`config.mk`:
```
export PLATFORM = sky130hd
export DESIGN_NAME = button_event_gen
export DESIGN_NICKNAME = d
export VERILOG_FILES = /design/src/rtl/button_event_pkg.sv /design/src/rtl/btn_edge_detect.sv /design/src/rtl/button_event_gen.sv
export SDC_FILE = /design/constraint.sdc
export NUM_CORES = 1
export LEC_CHECK = 0
export BUFFER_PORTS_ARGS = -buffer_cell sky130_fd_sc_hd__buf_2
export CAP_MARGIN = 10
export CORE_MARGIN = 10
export CORE_UTILIZATION = 55
export CTS_CLUSTER_DIAMETER = 200
export DETAILED_ROUTE_END_ITERATION = 10
export GPL_ROUTABILITY_DRIVEN = 0
export PLACE_DENSITY = 0.73
export SLEW_MARGIN = 20
export SYNTH_ARGS = -nofsm -noshare
export SYNTH_HDL_FRONTEND = slang
export SYNTH_SLANG_ARGS = --single-unit
```
`constraint.sdc`:
```
create_clock -name clk -period 2.54 [get_ports clk]
set_input_delay 0.762 -clock clk [delete_from_list [all_inputs] [get_ports clk]]
set_output_delay 0.762 -clock clk [all_outputs]
set_load 0.005 [all_outputs]
```
`src/rtl/button_event_pkg.sv`:
```
// Shared types and default timing for the button event generator.
// Timing defaults assume a 50 MHz system clock.
package button_event_pkg;

  typedef enum logic [2:0] {
    IDLE   = 3'd0,
    PRESS  = 3'd1,
    HOLD   = 3'd2,
    GAP    = 3'd3,
    PRESS2 = 3'd4
  } state_t;

  typedef struct packed {
    logic press;
    logic rel;
    logic click;
    logic dclick;
    logic lng;
    logic rpt;
  } ev_t;

  localparam int DEF_LONG_CYCLES   = 25_000_000;
  localparam int DEF_REPEAT_CYCLES = 5_000_000;
  localparam int DEF_DCLICK_CYCLES = 12_500_000;

  function automatic int max3(
    input int a,
    input int b,
    input int c
  );
    int m;
    m = (a > b) ? a : b;
    return (m > c) ? m : c;
  endfunction

endpackage

```
`src/rtl/btn_edge_detect.sv`:
```
// Registers a synchronous level and flags its rising
// and falling edges combinationally against the delayed copy.
module btn_edge_detect (
  input  logic clk,
  input  logic rst,
  input  logic d,
  output logic rise,
  output logic fall
);

  logic d_q;

  // delayed copy of the input level
  always_ff @(posedge clk) begin
    if (rst) d_q <= 1'b0;
    else     d_q <= d;
  end

  assign rise = d & ~d_q;
  assign fall = ~d & d_q;

endmodule

```
`src/rtl/button_event_gen.sv`:
```
// Turns one debounced key level into press/release/click/
// double-click/long-press/auto-repeat single-cycle pulses.
module button_event_gen
  import button_event_pkg::*;
#(
  parameter int LONG_CYCLES   = DEF_LONG_CYCLES,
  parameter int REPEAT_CYCLES = DEF_REPEAT_CYCLES,
  parameter int DCLICK_CYCLES = DEF_DCLICK_CYCLES
) (
  input  logic clk,
  input  logic rst,
  input  logic en,
  input  logic btn_db,
  output logic press_o,
  output logic release_o,
  output logic click_o,
  output logic dclick_o,
  output logic long_o,
  output logic repeat_o,
  output logic busy_o
);

  localparam int CNT_W = $clog2(
    max3(LONG_CYCLES, REPEAT_CYCLES, DCLICK_CYCLES)) + 1;

  localparam logic [CNT_W-1:0] LONG_LAST =
    CNT_W'(LONG_CYCLES - 1);
  localparam logic [CNT_W-1:0] REP_LAST =
    CNT_W'(REPEAT_CYCLES - 1);
  localparam logic [CNT_W-1:0] DC_LAST =
    CNT_W'(DCLICK_CYCLES - 1);

  logic rise;
  logic fall;

  state_t state_q, state_d;
  logic [CNT_W-1:0] timer_q, timer_d;
  ev_t ev_q, ev_d;
  logic busy_q;

  btn_edge_detect u_edge (
    .clk  (clk),
    .rst  (rst),
    .d    (btn_db),
    .rise (rise),
    .fall (fall)
  );

  // next state, timer and event pulses; edges beat timeouts
  always_comb begin
    state_d = state_q;
    timer_d = timer_q + 1'b1;
    ev_d    = '0;
    if (!en) begin
      state_d = IDLE;
      timer_d = '0;
    end else begin
      unique case (state_q)
        IDLE: begin
          timer_d = '0;
          if (rise) begin
            state_d  = PRESS;
            ev_d.press = 1'b1;
          end
        end
        PRESS: begin
          if (fall) begin
            state_d  = GAP;
            ev_d.rel = 1'b1;
          end else if (timer_q == LONG_LAST) begin
            state_d  = HOLD;
            ev_d.lng = 1'b1;
          end
        end
        HOLD: begin
          if (fall) begin
            state_d  = IDLE;
            ev_d.rel = 1'b1;
          end else if (timer_q == REP_LAST) begin
            timer_d  = '0;
            ev_d.rpt = 1'b1;
          end
        end
        GAP: begin
          if (rise) begin
            state_d     = PRESS2;
            ev_d.press  = 1'b1;
            ev_d.dclick = 1'b1;
          end else if (timer_q == DC_LAST) begin
            state_d    = IDLE;
            ev_d.click = 1'b1;
          end
        end
        PRESS2: begin
          timer_d = '0;
          if (fall) begin
            state_d  = IDLE;
            ev_d.rel = 1'b1;
          end
        end
        default: state_d = IDLE;
      endcase
      if (state_d != state_q) timer_d = '0;
    end
  end

  // state, timer and registered outputs
  always_ff @(posedge clk) begin
    if (rst) begin
      state_q <= IDLE;
      timer_q <= '0;
      ev_q    <= '0;
      busy_q  <= 1'b0;
    end else begin
      state_q <= state_d;
      timer_q <= timer_d;
      ev_q    <= ev_d;
      busy_q  <= (state_d != IDLE);
    end
  end

  assign press_o   = ev_q.press;
  assign release_o = ev_q.rel;
  assign click_o   = ev_q.click;
  assign dclick_o  = ev_q.dclick;
  assign long_o    = ev_q.lng;
  assign repeat_o  = ev_q.rpt;
  assign busy_o    = busy_q;

endmodule

```
==> flow_summary.json, run 1 <==
{
  "clock_power_share_pct": 32.9,
  "final_cell_mix": "37 x dfxtp_1, 32 x nor4_1, 18 x xnor2_1, 16 x nand2_1, 15 x nor2_1",
  "cts-htree-levels": 2,
  "core_area_sq_um": 3390,
  "maxCapViolCount": 0,
  "yosysTopAreaCell": "dfxtp_1",
  "crit_chain": "ha_1 -> nand3_2 -> nor4_2 -> and4_1 -> o21a_1 -> buf_4 -> nor4_1",
  "drive_above_1_share_pct": 17.5,
  "ctsHoldBuffers": 0,
  "via_per_inst": 6.12,
  "synth.area.top_cells": "dfxtp_1 38%, nor4_1 10%, xnor2_1 8.0%, xor2_1 3.1%, nand3_1 3.1%",
  "p_seq_share_pct": 64.0,
  "slew_violations": 0,
  "area_delta_synth_final_pct": 5.53,
  "power_frac_comb_pct": 3.1,
  "cts_tree": "done",
  "ys_ff_latch": 37,
  "synth-async-reset-ratio_pct": 0,
  "synth_ff_type": "dfxtp_1",
  "final_common_cell": "dfxtp_1",
  "wl_per_cell_microns": 15.6,
  "nNetsFinal": 233,
  "hold_violations": 0,
  "start_util_pct": 58.1,
  "rsz0062_at_grt": "false",
  "clock.fmax_ghz": 0.451,
  "grt_max_degree": 27,
  "synth_warnings": 0,
  "syn_inst": 221,
  "die_area_sq_um": 6370,
  "grt_pass1_vias": 1609,
  "vias": 1684,
  "finalCriticalPeriod_ps": 2220,
  "power_leakage_nw": 0.643,
  "avgSynthCellArea_sq_um": 8.91,
  "r2r_slack_ps": 320,
  "ant_nets": 0,
  "worstPathArrival_ps": 2440,
  "die_h_microns": 79.8,
  "clock_sinks": 37,
  "cp_max_fo": 26,
  "postCtsSetupRepairBufs": 0,
  "worstMarginPinSlew_ps": 567,
  "placed_area_sq_um": 2030,
  "hp-class": "reg2reg",
  "netlist_area_sq_um": 1970,
  "gr-total-overflow": 0,
  "worstSkewPairLatency_ps": 350,
  "finalWirelength_microns": 4280,
  "synth_edf_count": 0,
  "grt_pass1_wl_microns": 7480,
  "startpoint_type": "register",
  "crit_path_end_kind": "register",
  "cts_buffers": 5,
  "slowest_stage": "nor4_2",
  "power.switching_mw": 0.216,
  "path_clk_slew_ps": 110,
  "ys_seq_area_share_pct": 37.6,
  "rows": 21,
  "drtIter0Drc": 109,
  "slowest_delay_ps": 440,
  "status": "finished, final reports clean",
  "hpwl_microns": 3010,
  "internal_power_mw": 0.700,
  "power_density_nw_per_um2": 441,
  "antenna_found_initial": 0,
  "fin_area_sq_um": 2080,
  "crit_type": "reg2reg",
  "slew_headroom_pct": 61.9,
  "num_antenna_cells": 0,
  "portBuffers": 10,
  "ctsLongestPathBuffers": 2,
  "io_pins": 11,
  "drc": 0,
  "synth_fp_nets": 226,
  "drtPass1Iterations": 4,
  "swShare_pct": 23.6,
  "setup_tns_ps": 0,
  "synth_top_area_share_pct": 37.6,
  "ctsResizeCount": 0,
  "ys_types": 42,
  "clock-root-buffer": "clkbuf_4",
  "die_width_microns": 79.8,
  "required_ps": 2760,
  "fin_skew_ps": 12.9,
  "gr-usage-all-layers_pct": 14.6,
  "ir_drop_mv": 0.285,
  "fin_crit_sh_pct": 87.3,
  "setup_violations": 0
}
cell families after synthesis:
family	share of synthesized area, %
and+or+nand+nor	40.2
DFF	37.6
xor gates and xnor gates	11.1
buffers and inverters	5.79
AOI/OAI and AO/OA	4.64
adders and majority gates	0.636
worst paths after layout:
kind         startpoint     endpoint  depth (start not counted)
max          timer_q[0]  timer_q[17]                          7
min          timer_q[0]   timer_q[0]                          1
max reg2reg  timer_q[0]  timer_q[17]                          7
min reg2reg  timer_q[0]   timer_q[0]                          1
routing by layer:
layer  wire length, microns  track usage (%)  vias up
met2                   2130             24.1       44
met4                     63             5.81        0
met5                      0                0        -
met3                    259             5.52        6
li1                       -                -      829
met1                   1820             16.6      805
cells in the mapped netlist, types with 2 or more instances:
master and number:
o21ai_0 2, nor3_2 3, nand3_1 12, nor4_1 32, nor2_1 15, or4_4 2
clkbuf_1 5, nor3_1 8, nand2b_1 4, nand4_1 6, a21oi_1 2, and3_1 3
nor4_2 4, buf_2 6, nor2b_1 2, nor3b_1 2, dfxtp_1 37, inv_1 7
buf_6 3, xnor2_1 18, a2111oi_0 2, nor4_4 2, nand2_1 16, nor4b_1 3
a31oi_1 2, xor2_1 7
per-stage QoR:
stage / total power [mW] / setup WS (ps) / std cells / hold slack [ps] / utilization (%)
4_1_cts: 0.923 / 340 / 275 / 497 / 61.3
2_1_floorplan: 0.620 / 510 / 221 / 452 / -
6_report: 0.916 / 324 / 275 / 494 / 61.3
3_5_place_dp: 0.628 / 306 / 267 / 481 / 59.8
5_1_grt: 0.961 / 145 / 275 / 540 / 61.3
3_3_place_gp: 0.627 / 375 / 267 / 472 / 59.8
worst max-delay path, delay by kind of cell, from the launching register on:
kind            cells  cell delay, ps
fa+ha+maj           1             220
flops               1             380
compound gates      1             120
simple gates        4            1060
buf+inv             1             290
final cells by class:
cell class / instances / area, sq um
fillers: 322 / 1310
multi-input cells: 162 / 1110
flip-flops and latches: 37 / 741
repair buffers: 15 / 87.6
well taps: 46 / 57.6
clock buffers: 6 / 41.3
inverters: 7 / 26.3
clock inverters: 2 / 10.0
power groups by stage:
| stage | sequential, mW | clock, mW | combinational, mW |
|---|---|---|---|
| 2_1_floorplan | 0.598 | 0 | 0.0218 |
| 3_3_place_gp | 0.599 | 0 | 0.0279 |
| 3_5_place_dp | 0.600 | 0 | 0.0287 |
| 4_1_cts | 0.586 | 0.308 | 0.0287 |
| 5_1_grt | 0.587 | 0.341 | 0.0326 |
| 6_report | 0.586 | 0.301 | 0.0287 |
state kept, by name, indices dropped and copies added (netlist names):
register	flops
press_o	1
long_o	1
repeat_o	1
release_o	1
dclick_o	1
u_edge.d_q	1
state_q	3
click_o	1
busy_o	1
timer_q	26
(Power assumes the default switching activity.)
==> run 2: changes to the inputs <==
RECOVER_POWER = 25   (was unset)
SKIP_LAST_GASP = 1   (was unset)
==> run 2 against run 1 <==
  * Sequential power is essentially flat
  * Highest routed layer unchanged
  * Core utilization shrank 0.26 points
  * Die area is the same
  * Largest power group unchanged
  * Worst hold slack is essentially flat
  * Critical path type unchanged
  * Wire length is essentially flat
  * Worst setup slack gained 0.57 ps
  * Final cell count is the same
  * Clock power is essentially flat
  * Cell area shrank 0.42%
==> flow_summary.json, run 2 (synthesis results as in run 1) <==
{
  "status": "finished, final reports clean",
  "grtUsageMet1_pct": 16.6,
  "path_clk_slew_ps": 110,
  "finalCriticalPeriod_ps": 2220,
  "cts-htree-levels": 2,
  "fin_crit_sh_pct": 87.2,
  "fin_area_sq_um": 2070,
  "drtIter0Drc": 109,
  "die_width_microns": 79.8,
  "gr-total-overflow": 0,
  "start_util_pct": 58.1,
  "worstSkewPairLatency_ps": 350,
  "core_area_sq_um": 3390,
  "nNetsFinal": 233,
  "num_antenna_cells": 0,
  "postCtsSetupRepairBufs": 0,
  "antenna_found_initial": 0,
  "rows": 21,
  "die_area_sq_um": 6370,
  "cp_num_buf_inv": 1,
  "grtUsageMet3_pct": 5.52,
  "wl_per_cell_microns": 15.6,
  "slew_headroom_pct": 61.9,
  "crit_chain": "ha_1 -> nand3_2 -> nor4_2 -> and4_1 -> o21a_1 -> buf_4 -> nor4_1",
  "slew_violations": 0,
  "placed_area_sq_um": 2030,
  "grt_pass1_vias": 1609,
  "drive_above_1_share_pct": 14.4,
  "clock.fmax_ghz": 0.451,
  "ant_nets": 0,
  "maxCapViolCount": 0,
  "rsz0062_at_grt": "false",
  "ir_drop_mv": 0.285,
  "worstMarginPinSlew_ps": 567,
  "top_register": "timer_q",
  "gr-usage-all-layers_pct": 14.6,
  "power_leakage_nw": 0.614,
  "ctsHoldBuffers": 0,
  "busiest_layer": "met2",
  "final_util_pct": 61.0,
  "crit_path_end_kind": "register",
  "area_delta_synth_final_pct": 5.09,
  "use_met2_pct": 24.1,
  "top_regs": "timer_q: 26 flops, state_q: 3 flops",
  "largest_register_ffs": 26,
  "r2r_start": "timer_q[0]",
  "cp_max_fo": 26,
  "clock_sinks": 37,
  "critPathLaunch": "timer_q[0]",
  "die_h_microns": 79.8,
  "fin_skew_ps": 13.0,
  "portBuffers": 10,
  "cts_tree": "done",
  "clock-root-buffer": "clkbuf_4",
  "final_common_cell": "dfxtp_1",
  "drc": 0,
  "required_ps": 2760,
  "vias": 1693,
  "drtPass1Iterations": 4,
  "grt_pass1_wl_microns": 7480,
  "setup_violations": 0,
  "cpLargestDelayFamily": "simple AND/OR/NAND/NOR gates",
  "ctsResizeCount": 0,
  "final_cell_mix": "37 x dfxtp_1, 32 x nor4_1, 18 x xnor2_1, 16 x nand2_1, 15 x nor2_1",
  "finalWirelength_microns": 4280,
  "hold_violations": 0,
  "worstPathArrival_ps": 2440,
  "ctsLongestPathBuffers": 2,
  "startpoint_type": "register",
  "min_from": "timer_q[0]",
  "power_density_nw_per_um2": 443,
  "fin_cells": 275,
  "dpl.cell_count": 267,
  "setup_tns_ps": 0,
  "io_pins": 11,
  "grt_max_degree": 27,
  "hp-class": "reg2reg",
  "hpwl_microns": 3010,
  "via_per_inst": 6.16,
  "crit_type": "reg2reg",
  "slowest_stage": "nor4_2",
  "cts_buffers": 5,
  "slowest_delay_ps": 440
}
## run 2: cell types whose count changed in the layout (fill, tap and decap cells not counted)
cell / delta
buf_2: -7
clkbuf_1: +7
and2_0: +1
and2_1: -1
## run 2: worst reg2reg max path, cell delays in order, from the launching register on
cell     delay (ps)
dfxtp_1         380
ha_1            220
nand3_2         210
nor4_2          450
and4_1          310
o21a_1          120
buf_4           290
nor4_1          110
## run 2: path summary, 6_finish.rpt
check	endpoint	slack [ps]	cells past startpoint
worst max-delay path	timer_q[17]	320	7
worst min-delay path	timer_q[0]	490	1
worst max register to register	timer_q[17]	320	7
worst min register to register	timer_q[0]	490	1
## run 2: routing by layer
metal  part of all wire, %  wire (microns)
met1                    43            1840
met2                    49            2110
met3                   6.2             266
met4                   1.5              63
met5                     0               0
## run 2: final cells by class
type	count	area [sq um]
Fill cell	325	1320
Multi-Input combinational cell	162	1110
Sequential cell	37	741
Timing Repair Buffer	15	78.8
Tap cell	46	57.6
Clock buffer	6	41.3
Inverter	7	26.3
Clock inverter	2	10.0
## run 2: metrics by stage
stage	power [mW]	worst slack, ps	hold WS (ps)
2_1_floorplan	0.620	510	452
3_5_place_dp	0.628	306	481
3_3_place_gp	0.627	375	472
6_report	0.916	324	494
4_1_cts	0.923	340	497
5_1_grt	0.961	145	540
## run 2: report_power, final
| group | switching [mW] | internal [mW] | leakage, nW |
|---|---|---|---|
| clock | 0.196 | 0.105 | 0.0320 |
| sequential | 0.00323 | 0.583 | 0.299 |
| combinational | 0.0174 | 0.0108 | 0.283 |
